**config.mk**
```make
export PLATFORM = sky130hd
export DESIGN_NAME = dot_product_scheduler
export DESIGN_NICKNAME = d
export VERILOG_FILES = /design/src/rtl/dp_sched_pkg.sv /design/src/rtl/rr_arbiter.sv /design/src/rtl/dot_product_scheduler.sv
export SDC_FILE = /design/constraint.sdc
export NUM_CORES = 1
export LEC_CHECK = 0
export CAP_MARGIN = 15
export CORE_MARGIN = 8
export CORE_UTILIZATION = 50
export CTS_BUF_LIST = sky130_fd_sc_hd__clkbuf_8
export DETAILED_ROUTE_END_ITERATION = 16
export HOLD_SLACK_MARGIN = 0.1
export PLACE_DENSITY = 0.88
export SLEW_MARGIN = 10
export SYNTH_ARGS = -nofsm -noshare
export SYNTH_HDL_FRONTEND = slang
export SYNTH_SLANG_ARGS = --single-unit
```
**constraint.sdc**
```tcl
create_clock -name clk -period 5 [get_ports clk]
set_clock_uncertainty 0.15 [all_clocks]
set_input_delay 1.5 -clock clk [delete_from_list [all_inputs] [get_ports clk]]
set_output_delay 1.5 -clock clk [all_outputs]
set_load 0.02 [all_outputs]
```
**src/rtl/dp_sched_pkg.sv**
```systemverilog
// Shared types and helpers for the dot-product datapath scheduler.
package dp_sched_pkg;

    typedef enum logic [2:0] {
        StIdle  = 3'd0,
        StClear = 3'd1,
        StLoad  = 3'd2,
        StDrain = 3'd3,
        StDone  = 3'd4
    } state_e;

    // Bits needed to index n items; n is expected to be >= 1.
    function automatic int unsigned clog2(input int unsigned n);
        int unsigned r;
        r = 0;
        for (int unsigned i = 0; i < 32; i++) begin
            if (((n - 1) >> i) != 0) r = i + 1;
        end
        return r;
    endfunction

endpackage

```
**src/rtl/rr_arbiter.sv**
```systemverilog
// Combinational round-robin pick: first set request after ptr, with wrap.
module rr_arbiter
    import dp_sched_pkg::*;
#(
    parameter  int unsigned NUM_REQ = 4,
    localparam int unsigned ID_W    = clog2(NUM_REQ)
) (
    input  logic [NUM_REQ-1:0] req,
    input  logic [ID_W-1:0]    ptr,
    output logic [ID_W-1:0]    id,
    output logic               found
);

    logic [ID_W-1:0] cand;

    always_comb begin
        found = 1'b0;
        id    = '0;
        cand  = '0;
        // Offset 1 first so the current owner is considered last.
        for (int unsigned i = 1; i <= NUM_REQ; i++) begin
            cand = ID_W'((32'(ptr) + i) % NUM_REQ);
            if (!found && req[cand]) begin
                found = 1'b1;
                id    = cand;
            end
        end
    end

endmodule

```
**src/rtl/dot_product_scheduler.sv**
```systemverilog
// Time-shares one MAC datapath among requesters: clear, stream a vector, drain, report.
module dot_product_scheduler
    import dp_sched_pkg::*;
#(
    parameter  int unsigned NUM_REQ    = 4,
    parameter  int unsigned ADDR_WIDTH = 3,
    parameter  int unsigned VEC_LEN    = 4,
    parameter  int unsigned MAC_LAT    = 2,
    parameter  int unsigned RES_WIDTH  = 32,
    localparam int unsigned ID_W       = clog2(NUM_REQ)
) (
    input  logic                       clk,
    input  logic                       rst,
    input  logic [NUM_REQ-1:0]         req,
    output logic [NUM_REQ-1:0]         gnt,
    output logic                       busy,
    output logic [ID_W+ADDR_WIDTH-1:0] rd_addr,
    output logic                       mac_clr,
    output logic                       mac_en,
    input  logic [RES_WIDTH-1:0]       mac_result,
    output logic [RES_WIDTH-1:0]       result,
    output logic [ID_W-1:0]            result_id,
    output logic                       result_valid
);

    localparam int unsigned DRAIN_W = clog2(MAC_LAT + 1);
    localparam logic [ADDR_WIDTH-1:0] LAST_ELEM  = ADDR_WIDTH'(VEC_LEN - 1);
    localparam logic [DRAIN_W-1:0]    LAST_DRAIN = DRAIN_W'(MAC_LAT);

    state_e                state_q;
    logic [ID_W-1:0]       id_q;
    logic [ID_W-1:0]       ptr_q;
    logic [ADDR_WIDTH-1:0] elem_q;
    logic [ADDR_WIDTH-1:0] elem_nxt;
    logic [DRAIN_W-1:0]    drain_q;
    logic [ID_W-1:0]       arb_id;
    logic                  arb_found;

    assign elem_nxt = elem_q + 1'b1;

    rr_arbiter #(
        .NUM_REQ (NUM_REQ)
    ) u_arb (
        .req   (req),
        .ptr   (ptr_q),
        .id    (arb_id),
        .found (arb_found)
    );

    always_ff @(posedge clk or negedge rst) begin
        if (!rst) begin
            state_q      <= StIdle;
            id_q         <= '0;
            ptr_q        <= ID_W'(NUM_REQ - 1);
            elem_q       <= '0;
            drain_q      <= '0;
            gnt          <= '0;
            busy         <= 1'b0;
            rd_addr      <= '0;
            mac_clr      <= 1'b0;
            mac_en       <= 1'b0;
            result       <= '0;
            result_id    <= '0;
            result_valid <= 1'b0;
        end else begin
            mac_clr      <= 1'b0;
            mac_en       <= 1'b0;
            result_valid <= 1'b0;
            unique case (state_q)
                // DONE re-arbitrates so back-to-back jobs skip the IDLE bubble.
                StIdle, StDone: begin
                    if (arb_found) begin
                        id_q    <= arb_id;
                        ptr_q   <= arb_id;
                        gnt     <= NUM_REQ'(1) << arb_id;
                        busy    <= 1'b1;
                        mac_clr <= 1'b1;
                        elem_q  <= '0;
                        state_q <= StClear;
                    end else begin
                        gnt     <= '0;
                        busy    <= 1'b0;
                        state_q <= StIdle;
                    end
                end
                StClear: begin
                    mac_en  <= 1'b1;
                    rd_addr <= {id_q, elem_q};
                    state_q <= StLoad;
                end
                StLoad: begin
                    if (elem_q == LAST_ELEM) begin
                        rd_addr <= '0;
                        drain_q <= DRAIN_W'(1);
                        state_q <= StDrain;
                    end else begin
                        mac_en  <= 1'b1;
                        elem_q  <= elem_nxt;
                        rd_addr <= {id_q, elem_nxt};
                    end
                end
                StDrain: begin
                    if (drain_q == LAST_DRAIN) begin
                        result       <= mac_result;
                        result_id    <= id_q;
                        result_valid <= 1'b1;
                        state_q      <= StDone;
                    end else begin
                        drain_q <= drain_q + 1'b1;
                    end
                end
                default: begin
                    gnt     <= '0;
                    busy    <= 1'b0;
                    state_q <= StIdle;
                end
            endcase
        end
    end

endmodule

```
==> impl_metrics.csv <==
group,metric,value,unit
timing,relSlewSlack,54.10,%
routing,drt-pass1-iter-count,4,
setup_path,critPathArrivalTime,1.32,ns
timing,rsz0062_at_grt,"no",
setup_path,path_buf_inv,1,
job,drv_cap,0,
routing,drtAntennaViolNets,0,
place,port_buffers,84,
power,peakVddDrop,0.3905,mV
yosys,postSynthCellCount,246,
grt,grt_usage,16.89,%
die,die-area,0.007334,sq mm
yosys,synth.area.mux_share,2.219,%
clock_network,cts_resized,0,
power,p_leak,1.670,nW
timing,maxSlewViolCount,0,
timing,fmax,0.3362,GHz
routing,via_per_inst,5.020,
finish,fillers,334,
yosys,synth-xor-area-share,0,%
grt,grt_pass1_vias,2101,
setup_path,path_max_fanout,2,
clock_network,post-cts-setup-buffers,0,
yosys,syn_avg_cell_area,9.857,sq um
die,fp.dieW,85.64,microns
yosys,synth_cell_type_count,33,
finish,syn_to_final_growth,42.88,%
min_path,hold_start,"result[24]$_DFFE_PN0P_",
routing,vias,1968,
yosys,yosysTopAreaCellShare,58.82,%
grt,grt_max_degree,37,
power,total_power,0.002354,W
finish,antenna_cells,0,
clock_network,cts_root_buffer,"clkbuf_8",
clock_network,clkLatencyLatePin,0.33,ns
outcome,status,"finished clean",
setup_path,critical_path_class,"flip-flop to output port",
finish,final_core_utilization,73.84,%
timing,finalHoldViolCount,0,
routing,wl,5876,microns
setup_path,cp.required,3.35,ns
power,powerDensity,679.5,mW/mm^2
clock_network,cts_made_buffers,9,
finish,drive_gt1_share,8.284,%
place,gp_congestion,0.7953,
yosys,synthTopCellsByArea,"dfrtp_1, nand2_1, dfstp_2",
setup_path,cpMaxStageDelayCell,"clkdlybuf4s50_1",
yosys,yosysWarnings,0,
clock_network,clock_sinks,59,
finish,final_cell_mix,"nand2_1, clkdlybuf4s50_1, dfrtp_1, clkbuf_8, nor2_1",
yosys,synth_compound_area_share,8.153,%
finish,layout_commonest_cell,"nand2_1",
setup_path,cpPeakStageDelay,0.63,ns
timing,layout_min_cycle_time,2.974,ns
setup_path,start_kind,"flip-flop",
routing,drc,0,
place,place_area,0.003286,sq mm
clock_network,postCtsHoldBufs,0,
die,core_area,0.004692,sq mm
setup_path,crit_start,"rd_addr[3]$_DFFE_PN0P_",
finish,stdcell_area,0.003465,sq mm
clock_network,htree_levels,3,
finish,fin_nets,376,
timing,setup_viol,0,
timing,fin_setup_tns,0,ns
clock_network,tritoncts,"yes",
yosys,synth-simple-area-share,23.43,%
setup_path,worstReg2RegStart,"drain_q[0]$_DFFE_PN0P_",
routing,wire_per_inst,14.99,microns
timing,fin_crit_sh,59.48,%
yosys,ys_seq_area_share,60.99,%
clock_network,clock_path_buffers,2,
yosys,syn_nets,288,
die,row_count,25,
setup_path,critical_path.cell_chain,"clkdlybuf4s50_1",
timing,tightestPinTransition,0.6860,ns
die,start_util,51.68,%
setup_path,crit_path_end_kind,"output port",
grt,grt-ovfl-total,0,
die,io-pin-count,85,
setup_path,cp_top_family,"buffers and inverters",
grt,grt_antenna_before_repair,0,
die,die_h,85.64,microns
yosys,synth_top_cell_by_area,"dfrtp_1",
place,dpl.hpwl,4206,microns
yosys,synth_fa_ha_area_share,2.064,%
min_path,hold_path_class,"flip-flop to flip-flop",
grt,grt_pass1_wl,9798,microns
yosys,synth_top_family_by_area,"simple AND/OR/NAND/NOR gates",
yosys,ys_ff_latch,59,
routing,drt_first_iter_violations,109,
clock_network,clk_pin_slew,0.06,ns
yosys,syn_area,0.002425,sq mm
## worst paths after layout
kind / to / slack [ns] / depth (start not counted)
hold / removal: result[24]$_DFFE_PN0P_ / 0.32 / 2
setup / recovery: rd_addr[3] / 2.03 / 1
min in group asynchronous: result[30]$_DFFE_PN0P_ / 1.01 / 1
hold reg to reg: result[24]$_DFFE_PN0P_ / 0.32 / 2
setup reg to reg: result[28]$_DFFE_PN0P_ / 2.62 / 7
max in group asynchronous: ptr_q[1]$_DFFE_PN1P_ / 2.83 / 2
## report_power, final
part           total (W)  internal (W)  switching [W]
Clock           0.000389      0.000214       0.000175
Combinational    0.00111      0.000520       0.000586
Sequential      0.000859      0.000710       0.000148
Total            0.00235       0.00145       0.000909
## flip-flops by register name, indices dropped and copies added (netlist names)
signal and flops:
rd_addr 5, drain_q 2, result_id 2, state_q 3, busy 1, ptr_q 2
gnt 4, mac_clr 1, mac_en 1, id_q 2, result 32, elem_q 3
result_valid 1
## synth_stat cells (all sizes together)
| cell type | instances |
|---|---|
| inv | 7 |
| dfrtp | 57 |
| nand3 | 1 |
| o2bb2ai | 4 |
| o31ai | 2 |
| and2 | 1 |
| a211o | 1 |
| nand2 | 115 |
| nand2b | 5 |
| a22o | 5 |
| a31oi | 1 |
| a32oi | 1 |
| and2b | 1 |
| o221ai | 1 |
| mux2i | 2 |
| a211oi | 1 |
| a22oi | 2 |
| ha | 4 |
| o21ai | 4 |
| nor2 | 9 |
| a32o | 1 |
| mux2 | 3 |
| nor3b | 1 |
| dfstp | 2 |
| nor2b | 4 |
| buf | 8 |
| a21o | 1 |
| nand3b | 1 |
| a21oi | 1 |
## routing by layer
layer | global-route usage [%] | wire [microns]
met1 | 19.62 | 2426
met2 | 25.74 | 2801
met3 | 8.023 | 568
met4 | 7.962 | 80
met5 | 0 | 0
## cell type report
class,count,area (sq um),area share [%]
inverter,7,26.28,0.7584
tap,54,67.56,1.950
timing repair buffer,85,843.3,24.34
clock buffer,12,165.2,4.767
clock inverter,3,13.76,0.3973
multi-input combinational,172,869.6,25.10
sequential,59,1479,42.69
## through the flow
stage	worst slack [ns]	std cells	hold WS (ns)
global placement	1.808	377	0.3065
global route	1.994	392	0.3438
detailed placement	1.766	377	0.3110
finish	2.026	392	0.3200
CTS	2.016	392	0.3262
floorplan	2.423	246	0.3071
## cells by family (layout without fill, tap and decap cells)
family | Yosys count | count (layout)
simple gates | 138 | 138
buf+inv | 15 | 107
compound gates | 25 | 25
fa+ha+maj | 4 | 4
mux | 5 | 5
flops | 59 | 59
Note: power is estimated with default switching activity, not from simulation.
